==> config.mk <==
export PLATFORM = sky130hd
export DESIGN_NAME = pause_continue_ctrl_flat
export DESIGN_NICKNAME = d
export VERILOG_FILES = /design/src/rtl/pause_continue_ctrl_if.sv /design/src/rtl/pause_continue_ctrl.sv /design/src/flat_wrapper.sv
export SDC_FILE = /design/constraint.sdc
export NUM_CORES = 1
export LEC_CHECK = 0
export BUFFER_PORTS_ARGS = -buffer_cell sky130_fd_sc_hd__clkbuf_2
export CORE_ASPECT_RATIO = 0.6
export CORE_UTILIZATION = 40
export DETAILED_ROUTE_END_ITERATION = 12
export GPL_TIMING_DRIVEN = 0
export HOLD_SLACK_MARGIN = 0.03
export MAX_ROUTING_LAYER = met4
export SYNTH_ARGS = -nofsm -noshare
export SYNTH_HDL_FRONTEND = slang
export SYNTH_SLANG_ARGS = --single-unit
==> constraint.sdc <==
create_clock -name Clk -period 2.18 [get_ports Clk]
set_input_delay 0.327 -clock Clk [delete_from_list [all_inputs] [get_ports Clk]]
set_output_delay 0.327 -clock Clk [all_outputs]
set_load 0.02 [all_outputs]
==> src/rtl/pause_continue_ctrl_if.sv <==
// rtl/pause_continue_ctrl_if.sv - PAUSE handshake bundle between the ISDU and pause_continue_ctrl
// Signals:
//   Pause_req  - ISDU -> ctrl, level, high while the ISDU sits in PAUSE
//   LD_LED     - ctrl -> LED register, one-cycle load strobe for IR[11:0]
//   Pause_done - ctrl -> ISDU, one-cycle pulse, pause complete
//   Paused     - ctrl -> ISDU/status, level, high while the pause is in progress
// Modports: master = ISDU side, slave = pause_continue_ctrl side.
interface pause_continue_ctrl_if;
  logic Pause_req;
  logic LD_LED;
  logic Pause_done;
  logic Paused;

  modport master (output Pause_req, input LD_LED, input Pause_done, input Paused);
  modport slave  (input Pause_req, output LD_LED, output Pause_done, output Paused);
endinterface

==> src/rtl/pause_continue_ctrl.sv <==
// rtl/pause_continue_ctrl.sv - Continue button sync/debounce and PAUSE handshake for the SLC-3
// Ports:
//   Clk          - system clock, all state on posedge
//   Reset        - synchronous, active-high reset
//   Continue_n   - raw Continue pushbutton, active-low, asynchronous to Clk
//   isdu         - slave side of pause_continue_ctrl_if (Pause_req in; LD_LED, Pause_done, Paused out)
//   Cont_pressed - debounced button level, 1 = pressed
//   Cont_pulse   - one-cycle pulse on each debounced press edge
module pause_continue_ctrl #(
  parameter int SYNC_STAGES     = 2,
  parameter int DEBOUNCE_CYCLES = 500000,
  parameter int CNT_W           = 20
) (
  input  logic                   Clk,
  input  logic                   Reset,
  input  logic                   Continue_n,
  pause_continue_ctrl_if.slave   isdu,
  output logic                   Cont_pressed,
  output logic                   Cont_pulse
);

  localparam logic [CNT_W-1:0] DB_LAST = CNT_W'(DEBOUNCE_CYCLES - 1);

  typedef enum logic [2:0] {
    IDLE,
    LOAD,
    ARM,
    WAIT_PRESS,
    WAIT_REL,
    DONE
  } state_t;

  logic [SYNC_STAGES-1:0] sync_q;
  logic                   sync_pressed;
  logic [CNT_W-1:0]       db_cnt;
  logic                   db_flip;

  state_t state;
  state_t state_next;
  logic   ld_led;
  logic   pause_done;
  logic   paused;

  // Flops reset to 1 so a button held through reset reads as released
  // and has to re-debounce from scratch.
  assign sync_pressed = ~sync_q[SYNC_STAGES-1];

  // Accept the new level only on the DEBOUNCE_CYCLES-th consecutive mismatch.
  assign db_flip = (sync_pressed != Cont_pressed) && (db_cnt == DB_LAST);

  always_ff @(posedge Clk) begin
    if (Reset) begin
      sync_q       <= '1;
      db_cnt       <= '0;
      Cont_pressed <= 1'b0;
      Cont_pulse   <= 1'b0;
    end else begin
      sync_q <= {sync_q[SYNC_STAGES-2:0], Continue_n};
      if ((sync_pressed == Cont_pressed) || db_flip) begin
        db_cnt <= '0;
      end else begin
        db_cnt <= db_cnt + CNT_W'(1);
      end
      if (db_flip) begin
        Cont_pressed <= ~Cont_pressed;
      end
      // Rises together with Cont_pressed, only on the press direction.
      Cont_pulse <= db_flip & ~Cont_pressed;
    end
  end

  always_ff @(posedge Clk) begin
    if (Reset) begin
      state <= IDLE;
    end else begin
      state <= state_next;
    end
  end

  always_comb begin
    state_next = state;
    ld_led     = 1'b0;
    pause_done = 1'b0;
    paused     = 1'b0;
    case (state)
      IDLE: begin
        if (isdu.Pause_req) state_next = LOAD;
      end
      LOAD: begin
        ld_led = 1'b1;
        paused = 1'b1;
        // A button still held from the previous pause must be let go first.
        if (!isdu.Pause_req)  state_next = IDLE;
        else if (Cont_pressed) state_next = ARM;
        else                   state_next = WAIT_PRESS;
      end
      ARM: begin
        paused = 1'b1;
        if (!isdu.Pause_req)   state_next = IDLE;
        else if (!Cont_pressed) state_next = WAIT_PRESS;
      end
      WAIT_PRESS: begin
        paused = 1'b1;
        if (!isdu.Pause_req)  state_next = IDLE;
        else if (Cont_pressed) state_next = WAIT_REL;
      end
      WAIT_REL: begin
        paused = 1'b1;
        if (!isdu.Pause_req)   state_next = IDLE;
        else if (!Cont_pressed) state_next = DONE;
      end
      DONE: begin
        // Always back to IDLE so a still-high Pause_req re-strobes LD_LED.
        pause_done = 1'b1;
        state_next = IDLE;
      end
      default: state_next = IDLE;
    endcase
  end

  assign isdu.LD_LED     = ld_led;
  assign isdu.Pause_done = pause_done;
  assign isdu.Paused     = paused;

endmodule

==> src/flat_wrapper.sv <==
// flat-port wrapper written by rule: the top's interface ports become plain ports
module pause_continue_ctrl_flat 
#(
  parameter int SYNC_STAGES     = 2,
  parameter int DEBOUNCE_CYCLES = 500000,
  parameter int CNT_W           = 20
)
  (Clk, Reset, Continue_n, Cont_pressed, Cont_pulse, isdu_Pause_req, isdu_LD_LED, isdu_Pause_done, isdu_Paused);
  pause_continue_ctrl_if isdu_i ();
  input  logic Clk;
  input  logic Reset;
  input  logic Continue_n;
  output logic Cont_pressed;
  output logic Cont_pulse;
  input wire logic [$bits(isdu_i.Pause_req)-1:0] isdu_Pause_req;
  output wire logic [$bits(isdu_i.LD_LED)-1:0] isdu_LD_LED;
  output wire logic [$bits(isdu_i.Pause_done)-1:0] isdu_Pause_done;
  output wire logic [$bits(isdu_i.Paused)-1:0] isdu_Paused;
  assign isdu_i.Pause_req = isdu_Pause_req;
  assign isdu_LD_LED = isdu_i.LD_LED;
  assign isdu_Pause_done = isdu_i.Pause_done;
  assign isdu_Paused = isdu_i.Paused;
  pause_continue_ctrl #(.SYNC_STAGES(SYNC_STAGES), .DEBOUNCE_CYCLES(DEBOUNCE_CYCLES), .CNT_W(CNT_W)) u_core (.Clk(Clk), .Reset(Reset), .Continue_n(Continue_n), .isdu(isdu_i), .Cont_pressed(Cont_pressed), .Cont_pulse(Cont_pulse));
endmodule
## Word level (Yosys, flattened, before mapping)

Index checks and enable logic that the tools add are counted.

| cells by class | value |
|---|---|
| add/subtract/negate cells | 1 |
| equality and inequality tests | 12 |
| mux-type cells | 13 |
| bitwise logic cells | 3 |
| reduce and logical (&&, ||, !) cells | 6 |

Operators with widths:

| cell | number |
|---|---|
| 3-bit 2-to-1 mux | 8 |
| 20-bit by 1-bit adder with 20-bit output (second input constant) | 1 |
| 20-bit by 19-bit equality test with 1-bit output (second input constant) | 1 |
| 3-bit case mux with 5 select lines | 1 |
| 3-bit by 2-bit equality test with 1-bit output (second input constant) | 2 |
| 3-bit equality test (second input constant) | 2 |
| 3-bit inequality test (second input constant) | 2 |
| 1-bit 2-to-1 mux | 4 |
| 4-bit AND reduction | 1 |
| 4-bit OR reduction | 1 |
| 3-bit by 1-bit equality test with 1-bit output (second input constant) | 1 |
| 3-bit logical NOT | 1 |
| 3-bit by 2-bit inequality test with 1-bit output (second input constant) | 1 |
| 2-bit inequality test (second input constant) | 1 |
| 1-bit inverter | 2 |
| 2-bit OR reduction | 1 |
| 1-bit bitwise AND | 1 |
| 1-bit equality test | 1 |
| 1-bit logical AND | 1 |
| 1-bit logical OR | 1 |
| 1-bit inequality test | 1 |

| word-level totals | value |
|---|---|
| bits in registers | 27 |
| input port bits | 4 |
| output and inout bits | 5 |
| word-level logic and storage cells | 40 |

## Longest topological paths before layout

Gate-level depths: netlist (run 1).

| depth | value |
|---|---|
| word-level depth | 5 |
| mapped depth | 6 |
| gate-level depth less buffers | 5 |

## Worst setup path after synthesis (run 1)

OpenSTA, ideal clock, no wires.

| timing path | value |
|---|---|
| kind | register to register |
| start | reg u_core.db_cnt[0] |
| end | reg u_core.db_cnt[18] |
| library setup time | 70 ps |
| arrival time | 1730 ps |
| required time | 2110 ps |
| setup slack | 380 ps |
| cell stages (with the launch flop) | 6 |
| buffers on the path | 0 |
| clock period less this slack | 1800 ps |
| cells stage by stage | dfxtp_1 -> ha_1 -> nand4_1 -> or4_4 -> or3_1 -> a21oi_1 |

| between the ends | value |
|---|---|
| longest elaborated chain between the ends | 4 |
| elaborated cells on any way between the ends | 5 |
| those cells by class | add/sub: 1; eq/ne: 1; reduce/logical: 3 |

Ends and longest elaborated chain:

| item | line | text |
|---|---|---|
| from (decl) | pause_continue_ctrl.sv:35 | `logic [CNT_W-1:0] db_cnt;` |
| from (signal assigned) | pause_continue_ctrl.sv:62 | `db_cnt <= db_cnt + CNT_W'(1);` |
| branches (longest 4 deep; another with 20-bit by 1-bit adder with 20-bit output) | -- |  |

Several ways; the timed one is not identified.
A chain may end at the register's enable or synchronous reset.

## Final worst setup path (run 1)

Ends and elaborated chain as after synthesis.

==> results.py, run 1 <==
metrics = {
    "outcome": {
        "status": "completed",
    },
    "global_route": {
        "gr-total-overflow": 0,
        "antenna_found_initial": 0,
        "grt_max_degree": 16,
        "grt_first_pass_wirelength_mm": 3.933,
        "grt_util_all_layers": 0.1684,
        "grt_pass1_vias": 854,
    },
    "die": {
        "die_w_microns": 72.82,
        "boundaryPins": 9,
        "die_h_microns": 44.49,
        "row_count": 14,
        "dieArea_sq_um": 3240,
        "core-area_sq_um": 2680,
        "start_util": 0.4491,
    },
    "cells_and_area": {
        "synthToLayoutAreaGrowth_pct": 12.27,
        "diodes": 0,
        "n_fill_cell": 265,
        "final_area_sq_um": 1351,
        "final_nets": 151,
        "final_cells": 185,
        "multiInputGateArea_sq_um": 638.1,
        "drive_gt1_frac": 0.1448,
        "seqCellArea_sq_um": 540.5,
    },
    "placed_design": {
        "finalWeightedCongestion": 0.8036,
        "place_area_sq_um": 1294,
        "place_inst": 180,
        "port_buffers": 8,
        "hpwl_mm": 1.737,
    },
    "pwr": {
        "pwr_density_cell_nw_per_um2": 596.9,
        "p_int_uw": 634.2,
        "p_seq_frac": 0.619,
        "ir_worst_vdd_mv": 0.2955,
        "swShare": 0.2137,
        "power.switching_uw": 172.3,
        "pwr-share-clk": 0.352,
        "leakagePower_uw": 0.0004505,
        "comb_power_share": 0.028,
    },
    "yosys": {
        "synth-edff-count": 0,
        "synthDistinctLibCells": 29,
        "ys_warn_count": 0,
        "synthTopCellsByCount": "dfxtp_1 (27), nor2_1 (23), xnor2_1 (12)",
        "synth.avg_cell_area_sq_um": 9.119,
        "synth_area_sq_um": 1204,
        "ys_seq_area_frac": 0.4491,
        "yosys_most_used_dff": "dfxtp_1",
        "synthArstFlopShare": 0,
        "synth-seq-cells": 27,
        "synth_top_cell_area_share": 0.4491,
        "synthesis.instances": 132,
        "synth_top_area_cell": "dfxtp_1",
        "syn-num-nets": 137,
        "yosysMostFrequentCell": "dfxtp_1",
        "synthTopCellsByArea": "dfxtp_1 (45%), xnor2_1 (8.7%), nor2_1 (7.2%)",
    },
    "timing": {
        "worst_pin_slew_ps": 358.1,
        "rsz0062_at_grt": "false",
        "hold_violations": 0,
        "worst_clock_skew_ps": 3.994,
        "setup_violations": 0,
        "fin_tns_setup_ps": 0,
        "relSlewSlack": 0.7591,
        "slew_viol_final": 0,
        "max_freq_ghz": 0.4932,
        "fin_crit_ps": 2028,
        "fin_crit_sh": 0.9301,
        "holdWs_ps": 241.6,
    },
    "clock_tree": {
        "max-clock-path-buffers": 2,
        "htree_levels": 1,
        "hold_buffers": 0,
        "insertion_delay_ps": 270,
        "cts_num_sinks": 27,
        "cts-root-buf": "clkbuf_8",
        "cts_buffers": 3,
        "clk_pin_slew_ps": 90,
        "cts_tree": "built",
    },
    "routing": {
        "dr_wl_met2_microns": 937,
        "routed_wl_mm": 2.288,
        "ant_nets": 0,
        "wl_per_cell_microns": 12.37,
        "met1_length_mm": 1.191,
        "top_layer": "met4",
        "vias_per_cell": 5.162,
        "drc_errors": 0,
        "via_count": 955,
        "dr.pass1.iters": 4,
        "met3_wirelength_microns": 150,
        "initialDrtViolationCount": 67,
    },
    "setup_path": {
        "critPathKind": "flop to flop",
        "critPathMaxStageDelay_ps": 620,
        "worstPathArrival_ps": 2240,
        "critPathMaxFanout": 5,
        "startpoint_type": "flop",
        "worst_ep_required_time_ps": 2390,
        "end_kind": "flop",
        "crit_chain": "ha_2 -> nand4_1 -> or4_4 -> or3_1 -> a21oi_1",
        "slowest_stage": "or4_4",
    },
    "run": {
        "drv_cap": 0,
    },
    "hold_path": {
        "hold_class": "input port to flop",
    },
}
## cells by family (layout without fill, tap and decap cells)
logic type,Yosys count,in the layout,synth area share
simple gates,71,71,0.3378
flops,27,27,0.4491
xor+xnor,17,17,0.1237
buf+inv,7,20,0.02286
compound gates,5,5,0.02286
mux,3,3,0.02495
fa+ha+maj,2,2,0.01871
## worst max-delay path: cells and delay by family, from the launching register on
kind / cells / cell delay [ps]
compound gates: 1 / 150
simple gates: 3 / 1160
flops: 1 / 410
fa+ha+maj: 1 / 240
## power by group through the flow
| stage | clock network (uW) | logic [uW] | registers [uW] |
|---|---|---|---|
| after floorplan | 0 | 14.8 | 510 |
| after global placement | 0 | 22.3 | 511 |
| after detailed placement | 0 | 23.2 | 511 |
| after CTS | 294 | 23.4 | 499 |
| after global routing | 314 | 25.6 | 500 |
| final | 284 | 22.9 | 499 |
## layout by cell type, fill, tap and decap left out, types with 2 or more instances in the layout
master	instances
nor4b_1	3
xor2_1	5
nand2b_1	2
nor4_1	5
clkbuf_2	9
or2_2	2
inv_1	3
nand2_1	8
nor3_1	5
a21oi_1	3
and3_1	2
dfxtp_1	27
nand3_1	7
and4_1	3
clkbuf_1	2
nand4_1	4
clkbuf_8	3
nor3b_1	2
mux2i_1	3
nor2_1	23
xnor2_1	12
## per-stage QoR
step / total power (uW) / util / setup slack (ps)
final: 806.5 / 0.5042 / 152.3
after global routing: 839.7 / 0.5042 / 43.08
after CTS: 816.6 / 0.5000 / 126.4
after detailed placement: 534.2 / 0.4827 / 162.8
after global placement: 533.0 / 0.4827 / 197.7
after floorplan: 525.0 / - / 380.1
## repair_timing
action / 4_1_cts / 5_1_grt
setup buffers: 0 / 1
resized for setup: 0 / 3
endpoints found under the setup margin: 0 / 11
## final timing paths
check	from	endpoint	slack, ps	depth (start not counted)
worst max-delay path	u_core.db_cnt[0]$_SDFF_PP0_	u_core.db_cnt[18]$_SDFF_PP0_	150	5
worst min-delay path	Continue_n	u_core.sync_q[0]$_SDFF_PP1_	240	2
worst max register to register	u_core.db_cnt[0]$_SDFF_PP0_	u_core.db_cnt[18]$_SDFF_PP0_	150	5
worst min register to register	u_core.sync_q[0]$_SDFF_PP1_	u_core.sync_q[1]$_SDFF_PP1_	430	1
## layer usage
| layer | vias to the layer above | GRT usage |
|---|---|---|
| li1 | 486 | - |
| met1 | 449 | 0.2290 |
| met2 | 18 | 0.2430 |
| met3 | 2 | 0.05467 |
| met4 | 0 | 0.03529 |
| met5 | - | - |
## state kept, by name, summed over array words and instances, names as in the netlist
name	count
u_core.Cont_pressed	1
u_core.Cont_pulse	1
u_core.db_cnt	20
u_core.state	3
u_core.sync_q	2
## final cells by class
| cell class | count | area share |
|---|---|---|
| buffer | 4 | 0.01296 |
| clock buffer | 3 | 0.03056 |
| inverter | 3 | 0.008333 |
| timing repair buffer | 9 | 0.03519 |
| sequential | 27 | 0.4000 |
| multi-input combinational | 98 | 0.4722 |
| clock inverter | 1 | 0.003704 |
| tap | 40 | 0.03704 |
Power figures use the tool's default switching activity.
==> run 2: changes to the inputs <==
- GPL_TIMING_DRIVEN: 0 -> not set
==> run 2 against run 1 <==
  * Clock skew grew 2.2 ps
  * Global-route usage shrank 0.32 points
  * Non-clock buffer count shrank 5
  * Sequential power is essentially flat
  * Register-to-register slack is essentially flat
  * Die area is the same
  * Wire length shrank 2.8%
  * Flip-flop and latch count is the same
  * Sequential share of layout area grew 0.83 points
  * Worst hold slack lost 1.3 ps
  * Utilization shrank 1.0 points
  * Critical path type unchanged
==> results.py, run 2 (synthesis results as in run 1) <==
metrics = {
    "routing": {
        "vias_per_cell": 5.094,
        "initialDrtViolationCount": 71,
        "routed_wl_mm": 2.225,
        "dr.pass1.iters": 4,
        "drc_errors": 0,
        "wl_per_cell_microns": 12.36,
        "via_count": 917,
        "ant_nets": 0,
    },
    "die": {
        "core-area_sq_um": 2680,
        "boundaryPins": 9,
        "row_count": 14,
        "dieArea_sq_um": 3240,
        "start_util": 0.4491,
        "die_h_microns": 44.49,
        "die_w_microns": 72.82,
    },
    "clock_tree": {
        "cts_tree": "built",
        "cts_resized": 0,
        "max-clock-path-buffers": 2,
        "cts-root-buf": "clkbuf_8",
        "post_cts_buffers": 0,
        "insertion_delay_ps": 270,
        "clk_pin_slew_ps": 90,
        "htree_levels": 1,
        "cts_buffers": 3,
        "hold_buffers": 0,
        "cts_num_sinks": 27,
    },
    "timing": {
        "relSlewSlack": 0.6582,
        "fin_crit_ps": 2017,
        "fin_crit_sh": 0.9252,
        "rsz0062_at_grt": "false",
        "slew_viol_final": 0,
        "fin_tns_setup_ps": 0,
        "worst_pin_slew_ps": 512.7,
        "setup_violations": 0,
        "worst_clock_skew_ps": 6.199,
        "hold_violations": 0,
        "max_freq_ghz": 0.4958,
    },
    "setup_path": {
        "r2r_slack_ps": 160,
        "cp-startpoint": "u_core.db_cnt[0]$_SDFF_PP0_",
        "r2r-end": "u_core.db_cnt[18]$_SDFF_PP0_",
        "worstPathArrival_ps": 2210,
        "critPathMaxFanout": 5,
        "worst_ep_required_time_ps": 2380,
        "startpoint_type": "flop",
        "path_buf_inv": 0,
        "slowest_stage": "or4_4",
        "crit_chain": "ha_1 -> nand4_1 -> or4_4 -> or3_1 -> a21oi_1",
        "rr_startpoint": "u_core.db_cnt[0]$_SDFF_PP0_",
        "cp.depth": 5,
        "critPathMaxStageDelay_ps": 610,
        "critPathTopFamily": "simple AND/OR/NAND/NOR gates",
        "endpoint": "u_core.db_cnt[18]$_SDFF_PP0_",
        "r2r_cells": 5,
        "critPathKind": "flop to flop",
        "end_kind": "flop",
    },
    "cells_and_area": {
        "final_nets": 146,
        "largest_reg_flops": 20,
        "seqCellArea_sq_um": 540.5,
        "final_cell_mix": "dfxtp_1 (27), nor2_1 (23), xnor2_1 (12), nand2_1 (8), clkbuf_2 (8)",
        "diodes": 0,
        "drive_gt1_frac": 0.1214,
        "synthToLayoutAreaGrowth_pct": 9.979,
        "largestRegisters": "u_core.db_cnt (20), u_core.state (3), u_core.sync_q (2)",
        "finish.utilization": 0.4939,
        "top_register": "u_core.db_cnt",
        "multiInputGateArea_sq_um": 635.6,
        "n_fill_cell": 265,
        "layout_commonest_cell": "dfxtp_1",
    },
    "pwr": {
        "ir_worst_vdd_mv": 0.3563,
        "swShare": 0.2035,
        "pwr-share-clk": 0.344,
        "pwr_density_cell_nw_per_um2": 600.8,
        "power.switching_uw": 161.8,
        "p_seq_frac": 0.628,
        "leakagePower_uw": 0.0004377,
        "total_power_uw": 795.3,
        "p_int_uw": 633.5,
        "comb_power_share": 0.028,
    },
    "global_route": {
        "grt_pass1_vias": 803,
        "grt_max_degree": 17,
        "grt_util_all_layers": 0.1651,
        "antenna_found_initial": 0,
        "grt_first_pass_wirelength_mm": 3.829,
        "gr-total-overflow": 0,
    },
    "hold_path": {
        "hold_class": "input port to flop",
    },
    "run": {
        "drv_cap": 0,
    },
    "placed_design": {
        "finalWeightedCongestion": 0.8178,
        "port_buffers": 8,
        "hpwl_mm": 1.664,
    },
    "outcome": {
        "status": "completed",
    },
}
run 2: final cells by class:
type	count	area share
multi-input cells	98	0.4802
repair buffers	8	0.03025
well taps	40	0.03781
clock inverters	1	0.003781
flip-flops and latches	27	0.4083
inverters	3	0.008507
clock buffers	3	0.03119
run 2: metrics by stage:
step	area [sq um]	std cells	hold slack, ps	setup slack, ps
final	1324	180	240.3	163.1
after global routing	1324	180	236.0	43.55
after CTS	1324	180	234.8	178.9
after detailed placement	1277	176	398.7	217.2
after global placement	1277	176	397.1	275.3
after floorplan	1204	132	389.5	380.1
run 2: routing by layer:
metal  global-route usage  up-vias  share of wire
met1               0.2435      416           0.55
met2               0.2037       24           0.35
met3              0.05695        6          0.078
li1                     -      471              -
met5                    -        -              0
met4              0.04706        0          0.019
run 2: power by group through the flow:
stage               combinational, uW  clock, uW  sequential [uW]
floorplan                        14.8          0              510
global placement                 21.8          0              511
detailed placement               22.2          0              511
CTS                              22.6        285              499
global route                     25.1        304              501
finish                           22.3        274              499
run 2: worst min path at each step:
stage,start,to,depth (start not counted),slack [ps]
detailed placement,u_core.sync_q[0]$_SDFF_PP1_,u_core.sync_q[1]$_SDFF_PP1_,1,400
floorplan,u_core.sync_q[0]$_SDFF_PP1_,u_core.sync_q[1]$_SDFF_PP1_,1,390
finish,Continue_n,u_core.sync_q[0]$_SDFF_PP1_,2,240
global route,Continue_n,u_core.sync_q[0]$_SDFF_PP1_,2,240
CTS,Continue_n,u_core.sync_q[0]$_SDFF_PP1_,2,230
global placement,u_core.sync_q[0]$_SDFF_PP1_,u_core.sync_q[1]$_SDFF_PP1_,1,400
==> run 3: changes to the inputs <==
- CELL_PAD_IN_SITES_DETAIL_PLACEMENT: not set -> 1
- CELL_PAD_IN_SITES_GLOBAL_PLACEMENT: not set -> 2
- CORE_UTILIZATION: 40 -> 30
- PLACE_DENSITY_LB_ADDON: not set -> 0.1
==> run 3 against run 2 <==
  * Flip-flop and latch count unchanged
  * Sequential power about the same
  * Sequential share of layout area down 0.72 points
  * Clock skew up 1.1 ps
  * Global-route usage down 2.3 points
  * Maximum frequency up 1.5%
  * Critical path depth unchanged
  * Largest power group unchanged
==> results.py, run 3 (synthesis results as in run 1) <==
metrics = {
    "pwr": {
        "ir_worst_vdd_mv": 0.2889,
        "total_power_uw": 812.5,
        "power.switching_uw": 177.8,
        "p_seq_frac": 0.615,
        "leakagePower_uw": 0.0004461,
        "comb_power_share": 0.029,
        "pwr_density_cell_nw_per_um2": 603.0,
        "swShare": 0.2189,
        "pwr-share-clk": 0.356,
        "p_int_uw": 634.7,
    },
    "die": {
        "boundaryPins": 9,
        "die_h_microns": 51.07,
        "start_util": 0.3215,
        "die_w_microns": 83.78,
        "core-area_sq_um": 3744,
        "dieArea_sq_um": 4278,
        "row_count": 17,
    },
    "setup_path": {
        "worstPathArrival_ps": 2200,
        "end_kind": "flop",
        "crit_chain": "ha_1 -> nand4_1 -> or4_4 -> or3_1 -> a21oi_1",
        "critPathKind": "flop to flop",
        "slowest_stage": "or4_4",
        "critPathMaxStageDelay_ps": 600,
        "startpoint_type": "flop",
        "critPathMaxFanout": 5,
        "worst_ep_required_time_ps": 2390,
    },
    "run": {
        "drv_cap": 0,
    },
    "clock_tree": {
        "max-clock-path-buffers": 2,
        "hold_buffers": 0,
        "cts_resized": 0,
        "cts-root-buf": "clkbuf_8",
        "insertion_delay_ps": 280,
        "cts_buffers": 3,
        "clk_pin_slew_ps": 100,
        "htree_levels": 1,
        "post_cts_buffers": 0,
        "cts_num_sinks": 27,
        "cts_tree": "built",
    },
    "global_route": {
        "gr-total-overflow": 0,
        "use_met3": 0.03877,
        "grt_max_degree": 17,
        "grt_first_pass_wirelength_mm": 4.464,
        "grt_pass1_vias": 887,
        "grt_util_all_layers": 0.1418,
        "grt_busiest_layer": "met1",
        "antenna_found_initial": 0,
        "met2_usage": 0.1965,
        "gr-usage-met1": 0.1966,
    },
    "routing": {
        "via_count": 934,
        "routed_wl_mm": 2.607,
        "vias_per_cell": 4.942,
        "ant_nets": 0,
        "dr.pass1.iters": 3,
        "drc_errors": 0,
        "initialDrtViolationCount": 26,
        "wl_per_cell_microns": 13.79,
    },
    "cells_and_area": {
        "layout_commonest_cell": "dfxtp_1",
        "top_register": "u_core.db_cnt",
        "largestRegisters": "u_core.db_cnt (20), u_core.state (3), u_core.sync_q (2)",
        "drive_gt1_frac": 0.1338,
        "final_cell_mix": "dfxtp_1 (27), nor2_1 (23), xnor2_1 (12), nand2_1 (8), clkbuf_2 (8)",
        "largest_reg_flops": 20,
        "diodes": 0,
        "final_nets": 148,
        "synthToLayoutAreaGrowth_pct": 11.95,
    },
    "timing": {
        "fin_crit_sh": 0.9118,
        "rsz0062_at_grt": "false",
        "fin_tns_setup_ps": 0,
        "max_freq_ghz": 0.5031,
        "hold_violations": 0,
        "slew_viol_final": 0,
        "worst_pin_slew_ps": 368.2,
        "worst_clock_skew_ps": 7.312,
        "fin_crit_ps": 1988,
        "finalWorstSetupSlack_ps": 192.3,
        "setup_violations": 0,
        "relSlewSlack": 0.7527,
    },
    "hold_path": {
        "hold_class": "input port to flop",
    },
    "outcome": {
        "status": "completed",
    },
    "placed_design": {
        "pre_cts_ws_ps": 206.2,
        "hpwl_mm": 2.012,
        "port_buffers": 8,
        "finalWeightedCongestion": 0.7335,
    },
}
## run 3: area by class of cell
type / count / area, sq um
clock buffer: 3 / 41.29
clock inverter: 1 / 5.005
fill: 452 / 2396
inverter: 3 / 11.26
multi-input combinational: 98 / 635.6
sequential: 27 / 540.5
tap: 47 / 58.81
timing repair buffer: 10 / 55.05
## run 3: power by group through the flow
stage	Sequential (uW)	Clock, uW	Combinational, uW
floorplan	510	0	14.8
global placement	511	0	23.2
detailed placement	511	0	24.0
CTS	500	301	24.1
global route	500	332	26.4
finish	499	290	23.5
## run 3: path summary, 6_finish.rpt
check	from	to	slack, ps	depth (start not counted)
setup / recovery	u_core.db_cnt[0]$_SDFF_PP0_	u_core.db_cnt[18]$_SDFF_PP0_	190	5
setup reg to reg	u_core.db_cnt[0]$_SDFF_PP0_	u_core.db_cnt[18]$_SDFF_PP0_	190	5
hold reg to reg	u_core.sync_q[0]$_SDFF_PP1_	u_core.sync_q[1]$_SDFF_PP1_	420	1
hold / removal	Continue_n	u_core.sync_q[0]$_SDFF_PP1_	220	2
## run 3: stage by stage
step                      std cells  cell area (sq um)  hold slack (ps)  utilization
final                           189               1348            223.7       0.3600
after global placement          185               1301            398.0       0.3476
after detailed placement        185               1301            398.9       0.3476
after global routing            189               1348            210.7       0.3600
after floorplan                 132               1204            389.5            -
after CTS                       189               1348            221.8       0.3600
## run 3: worst max-delay path, delay by kind of cell, from the launching register on
kind	cells	cell delay, ps
AND/OR/NAND/NOR	3	1130
AO/OA/AOI/OAI	1	150
flip-flops	1	400
adder cells (fa/ha/maj)	1	240
## run 3: metal layers
layer	routed length (microns)	vias up	share of wire
met5	0	-	0
met4	6	0	0.0023
met3	62	3	0.024
met2	1061	7	0.41
met1	1476	446	0.57
li1	-	478	-
